$ cat src/rtl/pc_fetch_unit_pkg.sv
// Shared types and defaults for the PC / instruction-fetch stage.
package pc_fetch_unit_pkg;

   typedef logic [31:0] word_t;

   typedef enum logic [1:0] {
      BOOT  = 2'd0,
      FETCH = 2'd1,
      HOLD  = 2'd2
   } state_t;

   localparam word_t DEF_RESET_PC   = 32'h0000_0000;
   localparam word_t DEF_EXC_VECTOR = 32'h8000_0180;
   localparam word_t WORD_STEP      = 32'd4;

   // Sequential word address; wraps modulo 2^32.
   function automatic word_t pc_inc(input word_t pc);
      return pc + WORD_STEP;
   endfunction

endpackage

$ cat src/rtl/pc_fetch_unit_next_pc_sel.sv
// Redirect priority mux (jr > jump > branch) with optional target alignment check.
// Optional feature macro: ALIGN_CHECK_EN.
module next_pc_sel
   import pc_fetch_unit_pkg::*;
#(
   parameter word_t EXC_VECTOR = DEF_EXC_VECTOR
) (
   input  logic        jr_en,
   input  logic [31:0] jr_addr,
   input  logic        jump_en,
   input  logic [31:0] jump_addr,
   input  logic        branch_en,
   input  logic [31:0] branch_addr,
   output logic [31:0] target,
   output logic        redirect,
   output logic        misaligned
);

   word_t raw;

   always_comb begin
      raw      = '0;
      redirect = 1'b0;
      if (jr_en) begin
         raw      = jr_addr;
         redirect = 1'b1;
      end else if (jump_en) begin
         raw      = jump_addr;
         redirect = 1'b1;
      end else if (branch_en) begin
         raw      = branch_addr;
         redirect = 1'b1;
      end
   end

`ifdef ALIGN_CHECK_EN
   assign misaligned = redirect && (raw[1:0] != 2'b00);
`else
   assign misaligned = 1'b0;
`endif

   // Without the check the low bits are simply dropped to keep fetches word-aligned.
   assign target = misaligned ? EXC_VECTOR : (raw & 32'hFFFF_FFFC);

endmodule

$ cat src/rtl/pc_fetch_unit.sv
// Program counter and instruction fetch stage: BOOT/FETCH/HOLD FSM with redirect handling.
// Optional feature macro: ALIGN_CHECK_EN (misaligned targets vector to EXC_VECTOR, pulse addr_err).
module pc_fetch_unit
   import pc_fetch_unit_pkg::*;
#(
   parameter word_t RESET_PC   = DEF_RESET_PC,
   parameter word_t EXC_VECTOR = DEF_EXC_VECTOR
) (
   input  logic        clk,
   input  logic        rst_n,
   output logic        imem_req,
   output logic [31:0] imem_addr,
   input  logic        imem_ready,
   input  logic [31:0] imem_rdata,
   output logic        instr_valid,
   input  logic        instr_ready,
   output logic [31:0] instr_out,
   output logic [31:0] pc_plus4,
   input  logic        jr_en,
   input  logic [31:0] jr_addr,
   input  logic        jump_en,
   input  logic [31:0] jump_addr,
   input  logic        branch_en,
   input  logic [31:0] branch_addr,
   output logic        addr_err
);

   state_t state_q, state_d;
   word_t  pc_q, pc_d;
   word_t  pend_q, pend_d;
   logic   pend_vld_q, pend_vld_d;
   word_t  instr_q, instr_d;
   word_t  pc_plus4_q, pc_plus4_d;
   logic   addr_err_q;

   word_t  target;
   logic   redirect;
   logic   misaligned;

   next_pc_sel #(
      .EXC_VECTOR (EXC_VECTOR)
   ) u_next_pc_sel (
      .jr_en       (jr_en),
      .jr_addr     (jr_addr),
      .jump_en     (jump_en),
      .jump_addr   (jump_addr),
      .branch_en   (branch_en),
      .branch_addr (branch_addr),
      .target      (target),
      .redirect    (redirect),
      .misaligned  (misaligned)
   );

   always_ff @(posedge clk or negedge rst_n) begin
      if (!rst_n) begin
         state_q    <= BOOT;
         pc_q       <= RESET_PC;
         pend_q     <= '0;
         pend_vld_q <= 1'b0;
         instr_q    <= '0;
         pc_plus4_q <= pc_inc(RESET_PC);
         addr_err_q <= 1'b0;
      end else begin
         state_q    <= state_d;
         pc_q       <= pc_d;
         pend_q     <= pend_d;
         pend_vld_q <= pend_vld_d;
         instr_q    <= instr_d;
         pc_plus4_q <= pc_plus4_d;
         addr_err_q <= misaligned;
      end
   end

   always_comb begin
      state_d     = state_q;
      pc_d        = pc_q;
      pend_d      = pend_q;
      pend_vld_d  = pend_vld_q;
      instr_d     = instr_q;
      pc_plus4_d  = pc_plus4_q;
      imem_req    = 1'b0;
      instr_valid = 1'b0;
      case (state_q)
         BOOT: begin
            if (redirect) pc_d = target;
            state_d = FETCH;
         end
         FETCH: begin
            imem_req = 1'b1;
            if (imem_ready) begin
               // A redirect arriving with the data is newer than anything pending.
               if (redirect) begin
                  pc_d       = target;
                  pend_vld_d = 1'b0;
               end else if (pend_vld_q) begin
                  pc_d       = pend_q;
                  pend_vld_d = 1'b0;
               end else begin
                  instr_d    = imem_rdata;
                  pc_plus4_d = pc_inc(pc_q);
                  state_d    = HOLD;
               end
            end else if (redirect) begin
               // imem_addr must stay stable until the memory answers.
               pend_d     = target;
               pend_vld_d = 1'b1;
            end
         end
         HOLD: begin
            instr_valid = 1'b1;
            if (redirect) begin
               pc_d    = target;
               state_d = FETCH;
            end else if (instr_ready) begin
               pc_d    = pc_inc(pc_q);
               state_d = FETCH;
            end
         end
         default: state_d = BOOT;
      endcase
   end

   assign imem_addr = pc_q;
   assign instr_out = instr_q;
   assign pc_plus4  = pc_plus4_q;
   assign addr_err  = addr_err_q;

endmodule
$ cat config.mk
export PLATFORM = sky130hd
export DESIGN_NAME = pc_fetch_unit
export DESIGN_NICKNAME = d
export VERILOG_FILES = /design/src/rtl/pc_fetch_unit_pkg.sv /design/src/rtl/pc_fetch_unit_next_pc_sel.sv /design/src/rtl/pc_fetch_unit.sv
export SDC_FILE = /design/constraint.sdc
export NUM_CORES = 1
export LEC_CHECK = 0
export CAP_MARGIN = 10
export CORE_MARGIN = 4
export CORE_UTILIZATION = 48
export CTS_CLUSTER_DIAMETER = 150
export CTS_CLUSTER_SIZE = 16
export DETAILED_ROUTE_END_ITERATION = 10
export HOLD_SLACK_MARGIN = 0.03
export PLACE_DENSITY = 0.82
export SYNTH_ARGS = -nofsm -noshare
export SYNTH_HDL_FRONTEND = slang
export SYNTH_HIERARCHICAL = 1
export SYNTH_SLANG_ARGS = --single-unit
$ cat constraint.sdc
create_clock -name clk -period 2.9 [get_ports clk]
set_clock_uncertainty 0.15 [all_clocks]
set_input_delay 0.58 -clock clk [delete_from_list [all_inputs] [get_ports clk]]
set_output_delay 0.58 -clock clk [all_outputs]
set_load 0.02 [all_outputs]
==> run metrics <==
hold_buf cts 1; Top FF cell, synth dfrtp_1; share of the yosys chip area belonging to registers 43.9%; YS warnings 6; Max IR drop VDD 0.000597 V; crit-path max FO 10; Core Area about 15000 um^2; DR pass1 iterations 7; CTS root buffer clkbuf_16; Synth area leader dfrtp_1; Die Ht approximately 130 um; CP startpoint kind flip-flop; Final Hold Viols 0; Buffers on Ports 227; Worst Max-Slew Pin Slew 679 ps; Post-synth ARST share 100%; CTS tree done; syn_area_per_cell 9.55 um^2; layout cells sized above 1 between 10% and 20%; Slew Viols, Final 0; die area 17800 um^2; status finished clean; Final nets 1190; initial antenna violation count 0; final setup fails 0; P_int 0.00665 W; most common cell after layout, fill and taps aside clkdlybuf4s50_1; power density cells 1000 nW/um^2; Gate Count Post-Synth 789; worst-skew pair later-pin latency 410 ps; top cell type's share of synthesized area 43.5%; DP HPWL 17.0 mm; CTS Sinks 132; DR vias/cell 5.70; First DRT Iteration DRCs 640; H-tree levels 4; vias in the first global route 7027; GRT overflow 0; fin cells roughly 1300; commonest cells after routing, fill and taps aside 225 x clkdlybuf4s50_1, 131 x dfrtp_1, 105 x a21oi_1; first-pass GRT wire length 35.7 mm; Reg power frac 32.9%; initial core utilization 49.2%; Crit Path Category flip-flop to output port; maximum clock rate 361 MHz; Slew Limit Headroom 54.3%; dpl cells between 1000 and 1500; die width between 100 and 150 um; synth top area cells dfrtp_1 44%, mux2_2 10%, a21oi_1 7.0%; EDFF count, synth 0; Max Cap Viol 0; crit end category output port; total CTS buffers 17; I/O pin count about 230; drt drc 0; ant diodes 0; Cell Rows 45; Sw Ratio 39.2%; pin count of the biggest net entering global routing just over 60; hold crit path type flip-flop to flip-flop; crit path DAT a little over 2000 ps; RSZ-0062 raised after global routing false; clock network fraction of design power 18.4%; post-cts sizing count 0; Post-DRT Antenna Nets 0; Synth cell types 64; Total GRT Usage 24.9%; Worst EP required 2170 ps; Sw Pwr 0.00429 W; routed via count 7240; Comb pwr share between 40% and 50%; Leak Pwr around 4.4 nW; CTS max path bufs 2; clk slew on worst S/H paths 50 ps; fin crit share 95.6%; synth-to-layout area growth 45.0%; Final min period 2770 ps; GP Congestion ~0.9; # Post-CTS Setup Buffers 0; Mapped Area 7530 um^2; Routed WL 22.7 mm; number of synthesized register bits 132; fin util 71.3%; DR WL/cell 17.8 um
## per-stage QoR
stage / TNS, ps / hold slack [ps] / power, W / setup slack, ps / cell area [um^2]
global placement: -126 / 304 / 0.00874 / -88.5 / 10400
floorplan: 0 / 134 / 0.00639 / 105 / 7540
detailed placement: -282 / 321 / 0.00888 / -117 / 10400
finish: 0 / 328 / 0.0109 / 128 / 10900
CTS: 0 / 333 / 0.0110 / 121 / 10900
global route: 0 / 350 / 0.0115 / 25.3 / 10900
## synthesized netlist by cell type (13+ instances only)
cell / count
a21oi_1: 105
mux2_2: 67
nor3_1: 18
nand2_1: 42
nand3b_1: 30
o21ai_0: 37
nor2b_1: 38
buf_2: 18
nor2_1: 65
clkbuf_1: 30
xnor2_1: 13
nand3_1: 20
dfrtp_1: 131
## path summary, 6_finish.rpt
check                                             to                   start  slack, ps  cells past startpoint
setup / recovery                            imem_req  state_q[1]$_DFFE_PN0P_        130                      4
hold / removal                pend_q[13]$_DFFE_PN0P_  pend_q[13]$_DFFE_PN0P_        330                      2
setup reg to reg           imem_addr[15]$_DFFE_PN0P_  state_q[1]$_DFFE_PN0P_        310                      8
hold reg to reg               pend_q[13]$_DFFE_PN0P_  pend_q[13]$_DFFE_PN0P_        330                      2
max in group asynchronous     pend_q[12]$_DFFE_PN0P_                   rst_n       1380                      3
min in group asynchronous    pc_plus4[3]$_DFFE_PN0P_                   rst_n        520                      2
## kinds of logic (layout without fill, tap and decap cells)
family          after synthesis  after routing  share of synthesized area (%)
simple gates                263            263                           19.4
compound gates              218            218                           17.7
flops                       132            132                           43.9
buf+inv                      74            343                           4.68
mux                          71             71                           10.5
xor+xnor                     25             25                           2.91
fa+ha+maj                     5              5                          0.830
other cells                   1              3                         0.0498
## critical path, stage by stage (launching register included)
cell and delay, ps:
dfrtp_1 410, inv_1 90, ha_1 290, buf_4 210
clkdlybuf4s50_1 620
## cell type report
class / instances / area, um^2
repair buffers: 301 / 2860
clock buffers: 24 / 502
inverters: 13 / 48.8
clock inverters: 5 / 50.0
multi-input cells: 585 / 3890
fillers: 1149 / 4390
flip-flops and latches: 132 / 3300
well taps: 211 / 264
## registers in the layout, indices dropped and copies added, names as in the netlist
signal,cells
imem_addr,32
instr_out,32
pend_vld_q,1
pend_q,32
addr_err,1
pc_plus4,32
state_q,2
## power groups by stage
| stage | Sequential (W) | Combinational (W) | Clock (W) |
|---|---|---|---|
| global placement | 0.00354 | 0.00519 | 0 |
| detailed placement | 0.00360 | 0.00528 | 0 |
| finish | 0.00359 | 0.00533 | 0.00202 |
| global route | 0.00372 | 0.00570 | 0.00212 |
| floorplan | 0.00419 | 0.00220 | 0 |
| CTS | 0.00358 | 0.00533 | 0.00204 |
## per-layer routing
metal	global-route usage, %	vias up	wire (um)
li1	-	3402	-
met1	33.1	3411	9840
met2	40.2	383	10300
met3	6.04	44	2090
met4	8.29	0	436
met5	0	-	0
(Power assumes the default switching activity.)
